<file path="src/rtl/csa_accum_sequencer.sv">
// Multi-beat carry-save accumulator: keeps the packet total in redundant sum/carry form
// and resolves it with one carry-propagate add per packet before a valid/ready output.

module full_adder (
  input  logic a,
  input  logic b,
  input  logic ci,
  output logic s,
  output logic co
);
  assign s  = a ^ b ^ ci;
  assign co = (a & b) | (ci & (a ^ b));
endmodule

// state   | meaning
// ACCUM   | accepting beats, folding operands into acc_s/acc_c
// RESOLVE | one cycle: carry-propagate add, latch result, clear accumulator
// OUT     | result presented, waiting for out_ready
module csa_accum_sequencer #(
  parameter int N     = 9,
  parameter int W     = 4,
  parameter int MAXB  = 16,
  parameter int ACC_W = 12
) (
  input  logic                    clk,
  input  logic                    rst,
  input  logic                    in_valid,
  output logic                    in_ready,
  input  logic [N*W-1:0]          in_data,
  input  logic                    in_last,
  output logic                    out_valid,
  input  logic                    out_ready,
  output logic [ACC_W-1:0]        out_sum,
  output logic                    out_trunc,
  output logic [$clog2(MAXB):0]   out_beats
);
  localparam int BW = $clog2(MAXB) + 1;

  typedef enum logic [1:0] {ACCUM, RESOLVE, OUT} state_t;

  state_t             state, state_nx;
  logic [ACC_W-1:0]   acc_s, acc_c;
  logic [ACC_W-1:0]   tree_s, tree_c;
  logic [BW-1:0]      beat_cnt, beat_inc;
  logic               trunc_pend;
  logic               run;
  logic               at_max;
  logic               take;

  // Linear chain of 3:2 compressor rows: each row folds one operand into (sum, carry).
  for (genvar k = 0; k < N; k++) begin : g_stage
    logic [ACC_W-1:0] s_in, c_in, op, s_out, c_out;
    logic [ACC_W-2:0] co;
    if (k == 0) begin : g_first
      assign s_in = acc_s;
      assign c_in = acc_c;
    end else begin : g_next
      assign s_in = g_stage[k-1].s_out;
      assign c_in = g_stage[k-1].c_out;
    end
    assign op = {{(ACC_W-W){1'b0}}, in_data[k*W +: W]};
    for (genvar b = 0; b < ACC_W; b++) begin : g_bit
      if (b < ACC_W - 1) begin : g_fa
        full_adder u_fa (.a(s_in[b]), .b(c_in[b]), .ci(op[b]), .s(s_out[b]), .co(co[b]));
      end else begin : g_fa_msb
        logic unused_co;
        full_adder u_fa (.a(s_in[b]), .b(c_in[b]), .ci(op[b]), .s(s_out[b]), .co(unused_co));
      end
    end
    assign c_out = {co, 1'b0};
  end

  assign tree_s   = g_stage[N-1].s_out;
  assign tree_c   = g_stage[N-1].c_out;
  assign beat_inc = beat_cnt + 1'b1;
  assign at_max   = (beat_inc == BW'(MAXB));
  assign take     = in_valid & in_ready;

  always_ff @(posedge clk or posedge rst) begin
    if (rst) state <= ACCUM;
    else     state <= state_nx;
  end

  always_comb begin
    state_nx  = state;
    in_ready  = 1'b0;
    out_valid = 1'b0;
    unique case (state)
      ACCUM: begin
        in_ready = run;
        if (run && in_valid && (in_last || at_max)) state_nx = RESOLVE;
      end
      RESOLVE: state_nx = OUT;
      OUT: begin
        out_valid = 1'b1;
        if (out_ready) state_nx = ACCUM;
      end
      default: state_nx = ACCUM;
    endcase
  end

  // run holds in_ready low for the first cycle out of reset
  always_ff @(posedge clk or posedge rst) begin
    if (rst) begin
      run        <= 1'b0;
      acc_s      <= '0;
      acc_c      <= '0;
      beat_cnt   <= '0;
      trunc_pend <= 1'b0;
      out_sum    <= '0;
      out_trunc  <= 1'b0;
      out_beats  <= '0;
    end else begin
      run <= 1'b1;
      unique case (state)
        ACCUM: begin
          if (take) begin
            acc_s      <= tree_s;
            acc_c      <= tree_c;
            beat_cnt   <= beat_inc;
            trunc_pend <= at_max & ~in_last;
          end
        end
        RESOLVE: begin
          out_sum    <= acc_s + acc_c;
          out_beats  <= beat_cnt;
          out_trunc  <= trunc_pend;
          acc_s      <= '0;
          acc_c      <= '0;
          beat_cnt   <= '0;
          trunc_pend <= 1'b0;
        end
        default: ;
      endcase
    end
  end
endmodule
</file>
<file path="config.mk">
export PLATFORM = sky130hd
export DESIGN_NAME = csa_accum_sequencer
export DESIGN_NICKNAME = d
export VERILOG_FILES = /design/src/rtl/csa_accum_sequencer.sv
export SDC_FILE = /design/constraint.sdc
export NUM_CORES = 1
export LEC_CHECK = 0
export BUFFER_PORTS_ARGS = -buffer_cell sky130_fd_sc_hd__clkbuf_2
export CAP_MARGIN = 20
export CELL_PAD_IN_SITES_DETAIL_PLACEMENT = 1
export CELL_PAD_IN_SITES_GLOBAL_PLACEMENT = 1
export CORE_MARGIN = 1
export CORE_UTILIZATION = 41
export DETAILED_ROUTE_END_ITERATION = 10
export PLACE_DENSITY_LB_ADDON = 0.1
export SLEW_MARGIN = 40
export SYNTH_ARGS = -nofsm -noshare
export SYNTH_HDL_FRONTEND = slang
export SYNTH_SLANG_ARGS = --single-unit
</file>
<file path="constraint.sdc">
create_clock -name clk -period 5.2 [get_ports clk]
set_input_delay 0.78 -clock clk [delete_from_list [all_inputs] [get_ports clk]]
set_output_delay 0.78 -clock clk [all_outputs]
set_load 0.05 [all_outputs]
</file>
* Word-level counts from Yosys, hierarchy flattened *
Cells that the tools add are included.

word-level totals
  bits in registers = 51
  latch bits = 0
  bits in writable memories = 0
  memory bits (read-only) = 0
  input bits = 41
  output and inout port bits = 20
  word-level logic and storage cells = 331
  memories kept = 0

cells by class
  $add $sub $neg = 2
  multipliers = 0
  div/mod/pow operators = 0
  magnitude comparators = 0
  equality and inequality tests = 6
  shift-type cells = 0
  multiplexer cells = 13
  bitwise operators = 294
  reductions and logical operators = 7

operators with widths
  kind                                                              number
  1-bit XOR                                                         136
  1-bit AND                                                         129
  12-bit case mux with 2 select lines                               2
  1-bit bitwise OR                                                  28
  12-bit 2-to-1 mux                                                 2
  12-bit adder                                                      1
  5-bit case mux with 2 select lines                                1
  2-bit != test (second input constant)                             3
  2-bit case mux with 3 select lines                                1
  5-bit by 1-bit adder with 5-bit output (second input constant)    1
  5-bit == test (second input constant)                             1
  5-bit 2-to-1 mux                                                  1
  2-bit 2-to-1 mux                                                  2
  2-bit AND reduction                                               2
  1-bit 2-to-1 mux                                                  3
  2-bit by 1-bit == test with 1-bit output (second input constant)  1
  2-bit == test (second input constant)                             1
  1-bit logical AND                                                 2
  2-bit logical NOT                                                 1
  1-bit case mux with 2 select lines                                1
  2-bit nonzero test                                                1
  1-bit logical OR                                                  1
  1-bit inverter                                                    1

* Depth between registers and ports, before layout *
Gate-level depths: netlist (run 1).

  depth in word-level cells = 24
  depth in mapped cells = 16
  depth with buffers taken out = 16

* Cells and area by module *
Synthesis (run 1) repeated with hierarchy kept, for this count alone.

unflattened totals
  cells, all modules = 334
  area total of the unflattened synthesis = 4,566.9 µm²

by module, submodules not included
  module               times used  cells an instance  area an instance (µm²)  seq. area each (µm²)
  csa_accum_sequencer  1           226                2,404.8                 1,251.2
  full_adder           108         1                  20.0                    0.0

* Worst setup path after synthesis (run 1) *
OpenSTA, ideal clock, no wires.

  kind = input-to-reg
  start point = input in_data[2]
  end point = register acc_c[3]
  setup time = 130 ps
  arrival = 5,556 ps
  required time = 5,070 ps
  slack = -485 ps
  stages on the path = 16
  path buffers = 0
  cells stage by stage = inv_1 -> fa_1 -> inv_1 -> fa_1 -> fa_1 -> fa_1 -> fa_1 -> fa_1 -> fa_1 -> inv_1 -> fa_1 -> inv_1 -> fa_1 -> nor3b_1 -> a21oi_1 -> o21ai_0

between the ends
  longest elaborated chain between the ends = 20
  elaborated cells between the ends (all ways) = 21
  those cells by class = 2 x mux; 19 x bitwise

RTL lines
  item                                     line  text
  start, declared                          29    input logic [N*W-1:0] in_data,
  1-bit XOR (*) (15 in a row)              11    assign s = a ^ b ^ ci;
  1-bit XOR                                12    assign co = (a & b) | (ci & (a ^ b));
  1-bit AND                                12
  1-bit bitwise OR (*)                     12
  12-bit 2-to-1 mux (*)                    117   if (take) begin
  12-bit case mux with 2 select lines (*)  115   unique case (state)
  end signal, assigned                     119   acc_c <= tree_c;
  end, declared                            42    logic [ACC_W-1:0] acc_s, acc_c;

Every way passes the cells marked *; elsewhere a longest branch is shown, timed or not. The select of a mux whose other input is x is not followed.
A chain may end at the register's enable or synchronous reset.

* Final worst setup path (run 1) *
  start point = input in_data[3]
  end point = register acc_s[3]

between the ends
  longest elaborated chain between the ends = 19

RTL lines
  item                                 line  text
  1-bit XOR (17 in a row)              11
  12-bit 2-to-1 mux                    117
  12-bit case mux with 2 select lines  115
  end signal, assigned                 118   acc_s <= tree_s;
  end, declared                        42

Every way passes these cells. The select of a mux whose other input is x is not followed.

==> results of run 1 <==
==> area by class of cell <==
class	instances	area share (%)
well taps	129	3.44
repair buffers	67	8.24
clock inverters	3	0.933
inverters	49	4.29
clock buffers	5	1.47
multi-input cells	262	55.0
flip-flops and latches	50	26.7
==> logic make-up after synthesis <==
| group | after synthesis |
|---|---|
| buffers and inverters | 59 |
| xor gates and xnor gates | 14 |
| AOI/OAI and AO/OA | 63 |
| DFF | 50 |
| other | 1 |
| adders and majority gates | 110 |
| and+or+nand+nor | 74 |
==> Yosys cell counts, types with 2 or more instances <==
cell / count / area (um2)
nor2_1: 5 / 18.8
nand2_1: 43 / 161
or3_1: 3 / 18.8
inv_1: 49 / 184
ha_1: 76 / 951
dfrtp_1: 50 / 1250
nor3b_1: 5 / 37.5
and3_1: 2 / 12.5
nand4_1: 2 / 12.5
xor2_1: 6 / 52.6
a21o_1: 3 / 22.5
nand3_1: 4 / 20.0
buf_2: 6 / 30.0
a31oi_1: 3 / 18.8
a21oi_1: 9 / 45.0
o21ai_0: 9 / 45.0
nand2b_1: 4 / 25.0
o21ai_1: 10 / 50.1
xnor2_1: 7 / 61.3
clkbuf_1: 4 / 15.0
a22o_1: 21 / 184
fa_1: 34 / 681
==> critical path, delay by kind of cell <==
family | cells | cell delay, ns
AO/OA/AOI/OAI | 1 | 0.18
adder cells (fa/ha/maj) | 9 | 4.44
buffers and inverters | 5 | 0.23
==> what timing repair did <==
action / 4_1_cts / 5_1_grt
hold buffers: 0 / 0
gates resized for setup: 11 / 2
pin swaps: 18 / 7
endpoints found under the setup margin: 5 / 6
buffers inserted: 0 / 0
==> path summary, 6_finish.rpt <==
path	endpoint	slack [ns]	cells past startpoint
setup / recovery	acc_s[3]	-0.22	15
max in group asynchronous	acc_c[5]	4.23	2
hold / removal	out_beats[4]	0.48	2
min in group asynchronous	out_sum[5]	0.54	2
setup reg to reg	acc_s[3]	-0.14	14
hold reg to reg	out_beats[4]	0.48	2
==> sequential cells by signal, summed over array words and instances (netlist names) <==
| signal | flops |
|---|---|
| acc_s | 12 |
| out_beats | 5 |
| acc_c | 11 |
| run | 1 |
| out_sum | 12 |
| out_trunc | 1 |
| beat_cnt | 5 |
| state | 2 |
| trunc_pend | 1 |
==> per-layer routing <==
layer	wire (um)	global-route usage, %
met3	271	2.28
met2	4060	31.4
met4	57	3.68
met1	4080	25.8
met5	0	0
==> stage by stage <==
stage	setup slack (ns)	hold WS [ns]	cell area [um2]	std cells	TNS, ns
floorplan	-0.460	0.439	4060	371	-1.62
global placement	-0.718	0.457	4530	556	-3.07
detailed placement	-0.798	0.467	4550	557	-3.82
CTS	-0.318	0.491	4690	565	-0.872
global route	-0.323	0.519	4690	565	-1.14
finish	-0.218	0.481	4690	565	-0.689
==> metrics.txt, run 1 <==
status complete, but fails checks; failing checks negative setup slack; number of port buffers 60; Max clock buf depth 2; WP data required 5.41 ns; GP Congestion 0.717; slowest CP cell fa_1; mux cell area share after synthesis 0%; largest net degree at the start of global routing 51; Clock Sinks 50; Ports 61; Crit Reg-Reg Startpoint acc_s[3]; Die ar. 10,200 um2; simple-gate share of the synthesized area 8.56%; MaxCap Viol Count 0; asr flop ratio synth 100%; combinational family with the most area after synthesis adder cells; most common cell after layout, fill and taps aside ha_1; die height 101 um; Mapped Area 4040 um2; vias per inst 4.98; sequential cell area 1250 um2; Core Area 9370 um2; Num CTS Buffers 5; Antenna Violating Nets Remaining 0; #FFs+latches synth 50; RSZ-0062 raised after global routing yes; Tmin final 5.42 ns; FILL cells 1,091; Initial DRT Pass Iterations 4; max frequency 0.185 GHz; antenna violations before repair 0; first-pass GRT wire length 14,600 um; layout cells sized above 1 21.6%; Worst Setup SP in_data[3]; GR Overflow Total 0; crit-path max cell delay 0.59 ns; DPL Wire Length 7090 um; Net Count, Synth 522; Slew Limit Fails 0; synth unique cells 38; worst-path cell chain buf_8, inv_8, fa_1, inv_1, fa_1, fa_1, fa_1, fa_1, fa_1, fa_1, inv_2, fa_2, inv_2, fa_2, a22o_1; slew margin rel. 58.2%; Top FF cell, synth dfrtp_1; sequential cell area fraction in the yosys report 31.0%; routed wire length 8470 um; hold_sp out_beats[4]; crit-path max FO 1; Die X 101 um; Synth Area in XOR/XNOR 3.38%; CTS tree done; Slew @ Worst Pin 0.627 ns; Final WS setup -0.218 ns; Hold Fails Final Rpt 0; critical path class in -> reg; vias in the first global route 3,054; post-synthesis cell count 371; Arr. time, crit path 5.62 ns; Row Count 35; drt initial violations 130; Most Frequent Cell on Critical Path fa_1; Final Core Density 50.1%; most frequent cells in the layout ha_1 (76), clkbuf_2 (58), dfrtp_1 (50), nand2_1 (43), inv_1 (41); Nets 586; Initial Util 43.1%; clk_lat worst skew 0.30 ns; Area growth syn-to-layout 16.3%; Post-synth EDFFs 0; area of the multi-input gates 2580 um2; Global Route Usage Sum 18.6%; Final setup viols 4; average footprint of a synthesized cell 10.9 um2; Residual DRC 0; via count 2,811; root buf cell clkbuf_8; adder-cell share of the synthesized area 40.4%; Min-Delay Path Class reg -> reg; wire per inst 15.0 um; crit start category primary input; Compound-Gate Fraction of Synth Area 10.9%; clock transition at the registers of the reported paths 0.10 ns; clk_skew 0.00923 ns; Tcrit/Tclk final 104%; Worst setup EP type flop; ANT cells 0; # H-tree levels 2; Syn. warnings 0
Power of run 1 is left out: the tool's default activity adds up to more than one toggle a clock period on the data nets, which glitch-free logic cannot reach.
==> inputs of run 2 (changes only) <==
--- a/config.mk
+++ b/config.mk
@@ -12,7 +12,7 @@
 export CORE_MARGIN = 1
 export CORE_UTILIZATION = 41
 export DETAILED_ROUTE_END_ITERATION = 10
-export PLACE_DENSITY_LB_ADDON = 0.1
+export PLACE_DENSITY = 0.73
 export SLEW_MARGIN = 40
 export SYNTH_ARGS = -nofsm -noshare
 export SYNTH_HDL_FRONTEND = slang
==> metrics.txt, run 2 (synthesized netlist as in run 1, its figures left out) <==
Hold Fails Final Rpt 0 (unchanged); sequential cell area 1250 um2 (unchanged); Slew @ Worst Pin 0.626 ns (-0.000445 ns); largest registers acc_s: 12 flops, out_sum: 12 flops, acc_c: 11 flops; Die X 101 um (unchanged); Row Count 35 (unchanged); Residual DRC 0 (unchanged); routed wire length 9310 um (+10%); Max clock buf depth 2 (unchanged); largest net degree at the start of global routing 51 (unchanged); Antenna Violating Nets Remaining 0 (unchanged); MaxCap Viol Count 0 (unchanged); root buf cell clkbuf_8; slowest CP cell fa_2; vias per inst 5.08 (+2.2%); Tmin final 5.49 ns (+0.0748 ns); Worst setup EP type flop; Die ar. 10,200 um2 (unchanged); CTS tree done; first-pass GRT wire length 15,900 um (+8.9%); Area growth syn-to-layout 16.6%; WP data required 5.40 ns (about the same); failing checks negative setup slack; Most Frequent Cell on Critical Path fa_1; Global Route Usage Sum 20.2% (+1.7 points); FILL cells 1,075 (-1.5%); Top delay family on crit path adder cells; RSZ-0062 raised after global routing yes; Tcrit/Tclk final 106% (+1.4 points); Num CTS Buffers 5 (unchanged); GP Congestion 0.852 (+19%); antenna violations before repair 0 (unchanged); Slew Limit Fails 0 (unchanged); most frequent cells in the layout ha_1 (75), clkbuf_2 (58), dfrtp_1 (50), nand2_1 (43), inv_1 (38); crit-path max cell delay 0.58 ns (about the same); Min-Delay Path Class reg -> reg; clk_lat worst skew 0.31 ns (about the same); number of port buffers 60 (unchanged); slew margin rel. 58.2% (about the same); crit start category primary input; max frequency 0.182 GHz (-1.4%); worst-path cell chain buf_8, inv_8, fa_1, inv_2, fa_2, fa_1, fa_1, fa_1, fa_1, fa_1, inv_2, fa_2, inv_2, fa_2, a22o_1; status complete, but fails checks; Ports 61 (unchanged); most common cell after layout, fill and taps aside ha_1; Initial DRT Pass Iterations 4 (unchanged); pre-CTS WS -0.906 ns (-0.109 ns); Final WS setup -0.292 ns (-0.0748 ns); critical path class in -> reg; # H-tree levels 2 (unchanged); drt initial violations 48 (-63%); wire per inst 16.5 um (+10%); GR Overflow Total 0 (unchanged); vias in the first global route 3,274 (+7.2%); clk_skew 0.0115 ns (+0.00223 ns); Core Area 9370 um2 (unchanged); Final setup viols 4 (unchanged); Nets 587 (+0.17%); via count 2,873 (+2.2%); Clock Sinks 50 (unchanged); clock transition at the registers of the reported paths 0.10 ns (about the same); DPL Wire Length 7660 um (+8.0%); area of the multi-input gates 2590 um2 (+0.48%); Initial Util 43.1% (unchanged); layout cells sized above 1 22.5% (+0.92 points); Arr. time, crit path 5.69 ns (+0.07 ns); ANT cells 0 (unchanged); die height 101 um (unchanged); WP buf/inv 5 (unchanged); crit-path max FO 1 (unchanged); cts hold-fix bufs 0 (unchanged)
run 2: changes by cell type in the layout (fill, tap and decap cells not counted), sizes merged:
| cell | delta |
|---|---|
| buf | +2 |
| inv | -1 |
| clkinv | -1 |
run 2: path summary, 6_finish.rpt:
kind                            cells past startpoint           end  slack (ns)         start
worst max-delay path                               15      acc_s[3]       -0.29    in_data[3]
worst min-delay path                                2  out_beats[3]        0.48  out_beats[3]
worst max register to register                     14      acc_s[3]       -0.26      acc_c[3]
worst min register to register                      2  out_beats[3]        0.48  out_beats[3]
max in group asynchronous                           2      acc_c[6]        4.23           rst
min in group asynchronous                           2   beat_cnt[2]        0.53           rst
run 2: worst register-to-register path, cell delays in order, from the launching register on:
cell and delay (ns):
dfrtp_1 0.39, inv_1 0.10, fa_1 0.56, inv_2 0.05, fa_2 0.58, fa_1 0.45
fa_1 0.50, fa_1 0.57, fa_1 0.44, fa_1 0.53, inv_2 0.04, fa_2 0.52
inv_2 0.04, fa_2 0.40, a22o_1 0.19
run 2: what timing repair did:
| item | 4_1_cts | 5_1_grt |
|---|---|---|
| resized for setup | 10 | 6 |
| buffers inserted | 0 | 1 |
| endpoints found under the setup margin | 5 | 6 |
| pin swaps | 19 | 8 |
run 2: metrics by stage:
step	instance area, um2	utilization [%]	TNS [ns]	hold slack, ns	cells
2_1_floorplan	4060	-	-1.62	0.439	371
3_3_place_gp	4530	48.3	-3.00	0.459	556
3_5_place_dp	4550	48.5	-4.22	0.463	557
4_1_cts	4690	50.1	-1.12	0.485	564
5_1_grt	4700	50.2	-1.39	0.515	565
6_report	4700	50.2	-0.863	0.483	565
run 2: final cells by class:
type                            instances  share of cell area [%]
Clock inverter                          1                   0.638
Inverter                               49                    4.28
Timing Repair Buffer                   68                    8.16
Clock buffer                            6                    1.76
Multi-Input combinational cell        262                    55.1
Tap cell                              129                    3.43
Sequential cell                        50                    26.6
run 2: layer usage:
metal / part of all wire, % / global-route usage [%] / vias up
li1: - / - / 1376
met1: 45 / 25.9 / 1432
met4: 1.8 / 6.58 / 0
met2: 50 / 35.5 / 55
met5: 0 / 0 / -
met3: 2.7 / 2.55 / 10
Power of run 2 is left out for the same reason.
==> inputs of run 3 (changes only) <==
--- a/config.mk
+++ b/config.mk
@@ -12,6 +12,7 @@
 export CORE_MARGIN = 1
 export CORE_UTILIZATION = 41
 export DETAILED_ROUTE_END_ITERATION = 10
+export GPL_TIMING_DRIVEN = 0
 export PLACE_DENSITY = 0.73
 export SLEW_MARGIN = 40
 export SYNTH_ARGS = -nofsm -noshare
==> metrics.txt, run 3 (synthesized netlist as in run 1, its figures left out) <==
layout cells sized above 1 22.2% (-0.31 points); Crit Reg-Reg Startpoint acc_s[2]; via count 2,909 (+1.3%); die height 101 um (unchanged); failing checks negative setup slack; first-pass GRT wire length 14,800 um (-7.0%); root buf cell clkbuf_8; Area growth syn-to-layout 16.4%; clk_lat worst skew 0.32 ns (about the same); MaxCap Viol Count 0 (unchanged); Global Route Usage Sum 18.7% (-1.5 points); Row Count 35 (unchanged); clk_skew 0.0165 ns (+0.00509 ns); DPL Wire Length 7200 um (-6.0%); ANT cells 0 (unchanged); Slew @ Worst Pin 0.705 ns (+0.0784 ns); Die X 101 um (unchanged); Initial DRT Pass Iterations 4 (unchanged); Nets 592 (+0.85%); most frequent cells in the layout ha_1 (75), clkbuf_2 (57), dfrtp_1 (48), nand2_1 (43), inv_1 (38); Initial Util 43.1% (unchanged); number of port buffers 60 (unchanged); r2r worst-path depth 16 (+2); clock transition at the registers of the reported paths 0.12 ns (+0.02 ns); drt initial violations 47 (-2.1%); CTS tree done; routed wire length 8690 um (-6.7%); busiest layer in global routing met2; TNS Setup -0.759 ns (+0.104 ns); Max clock buf depth 2 (unchanged); crit start category primary input; Tcrit/Tclk final 105% (-1.0 points); Min-Delay Path Class in -> async; worst r2r dst acc_c[3]; max frequency 0.184 GHz (+0.97%); Final Cell Area 4700 um2 (-0.13%); Die ar. 10,200 um2 (unchanged); # H-tree levels 2 (unchanged); slew margin rel. 52.7% (-5.6 points); WP data required 5.42 ns (+0.02 ns); met1 Track Usage GR 24.0% (-1.9 points); antenna violations before repair 0 (unchanged); Final WS setup -0.240 ns (+0.0526 ns); wire per inst 15.2 um (-7.6%); Slew Limit Fails 0 (unchanged); largest net degree at the start of global routing 37 (-27%); Hold Fails Final Rpt 0 (unchanged); GP Congestion 0.750 (-12%); most common cell after layout, fill and taps aside ha_1; critical path class in -> reg; Worst setup EP type flop; Num CTS Buffers 5 (unchanged); status complete, but fails checks; crit-path max FO 1 (unchanged); pre-CTS WS -0.884 ns (+0.0226 ns); Antenna Violating Nets Remaining 0 (unchanged); Tmin final 5.44 ns (-0.0526 ns); vias in the first global route 3,125 (-4.6%); Placed Area 4540 um2 (-0.17%); vias per inst 5.09 (+0.19%); Clock Sinks 50 (unchanged); Arr. time, crit path 5.66 ns (-0.03 ns); Ports 61 (unchanged); RSZ-0062 raised after global routing yes; GR Overflow Total 0 (unchanged); GR Layer Usage met3 2.07% (-0.48 points); largest registers acc_s: 12 flops, out_sum: 12 flops, acc_c: 11 flops; Core Area 9370 um2 (unchanged); Final setup viols 4 (unchanged); flop2flop setup slack -0.20 ns (+0.06 ns); met2 usage 33.1% (-2.5 points); Residual DRC 0 (unchanged)
[run 3: metrics by stage]
| stage | instances | hold WS [ns] | util, % |
|---|---|---|---|
| 4_1_cts | 569 | 0.356 | 49.9 |
| 3_3_place_gp | 560 | 0.457 | 48.2 |
| 5_1_grt | 571 | 0.357 | 50.1 |
| 6_report | 571 | 0.351 | 50.1 |
| 2_1_floorplan | 371 | 0.439 | - |
| 3_5_place_dp | 561 | 0.471 | 48.4 |
[run 3: cell type report]
class / count / area, um2
plain buffers: 10 / 45.0
fillers: 1069 / 4670
flip-flops and latches: 50 / 1250
clock buffers: 5 / 68.8
clock inverters: 3 / 28.8
inverters: 49 / 201
multi-input cells: 262 / 2580
repair buffers: 63 / 362
well taps: 129 / 161
[run 3: worst max-delay path by stage]
stage | startpoint | endpoint | slack (ns)
2_1_floorplan | in_data[2] | acc_c[3] | -0.46
3_3_place_gp | in_data[2] | acc_c[3] | -0.80
3_5_place_dp | in_data[2] | acc_c[3] | -0.88
4_1_cts | in_data[3] | acc_s[3] | -0.36
5_1_grt | in_data[2] | acc_c[3] | -0.42
6_report | in_data[2] | acc_c[3] | -0.24
[run 3: metal layers]
metal / routed length (um) / up-vias / part of all wire, %
li1: - / 1390 / -
met1: 4010 / 1454 / 46
met2: 4320 / 55 / 50
met3: 216 / 10 / 2.5
met4: 146 / 0 / 1.7
met5: 0 / - / 0
[run 3: worst max-delay path, cell delays in order]
cell	delay [ns]
buf_8	0.09
inv_8	0.02
fa_1	0.49
inv_2	0.05
fa_2	0.57
fa_1	0.42
fa_1	0.46
fa_1	0.52
fa_1	0.44
fa_1	0.52
inv_2	0.04
fa_1	0.51
inv_2	0.04
fa_2	0.35
nor3b_1	0.15
a21oi_1	0.13
o21ai_1	0.07
[run 3: timing repair]
item,CTS,global route
hold buffers,0,0
setup endpoints to repair,5,6
gates resized for setup,10,10
pin swaps,17,7
buffers inserted,0,2
Power of run 3 is left out for the same reason.
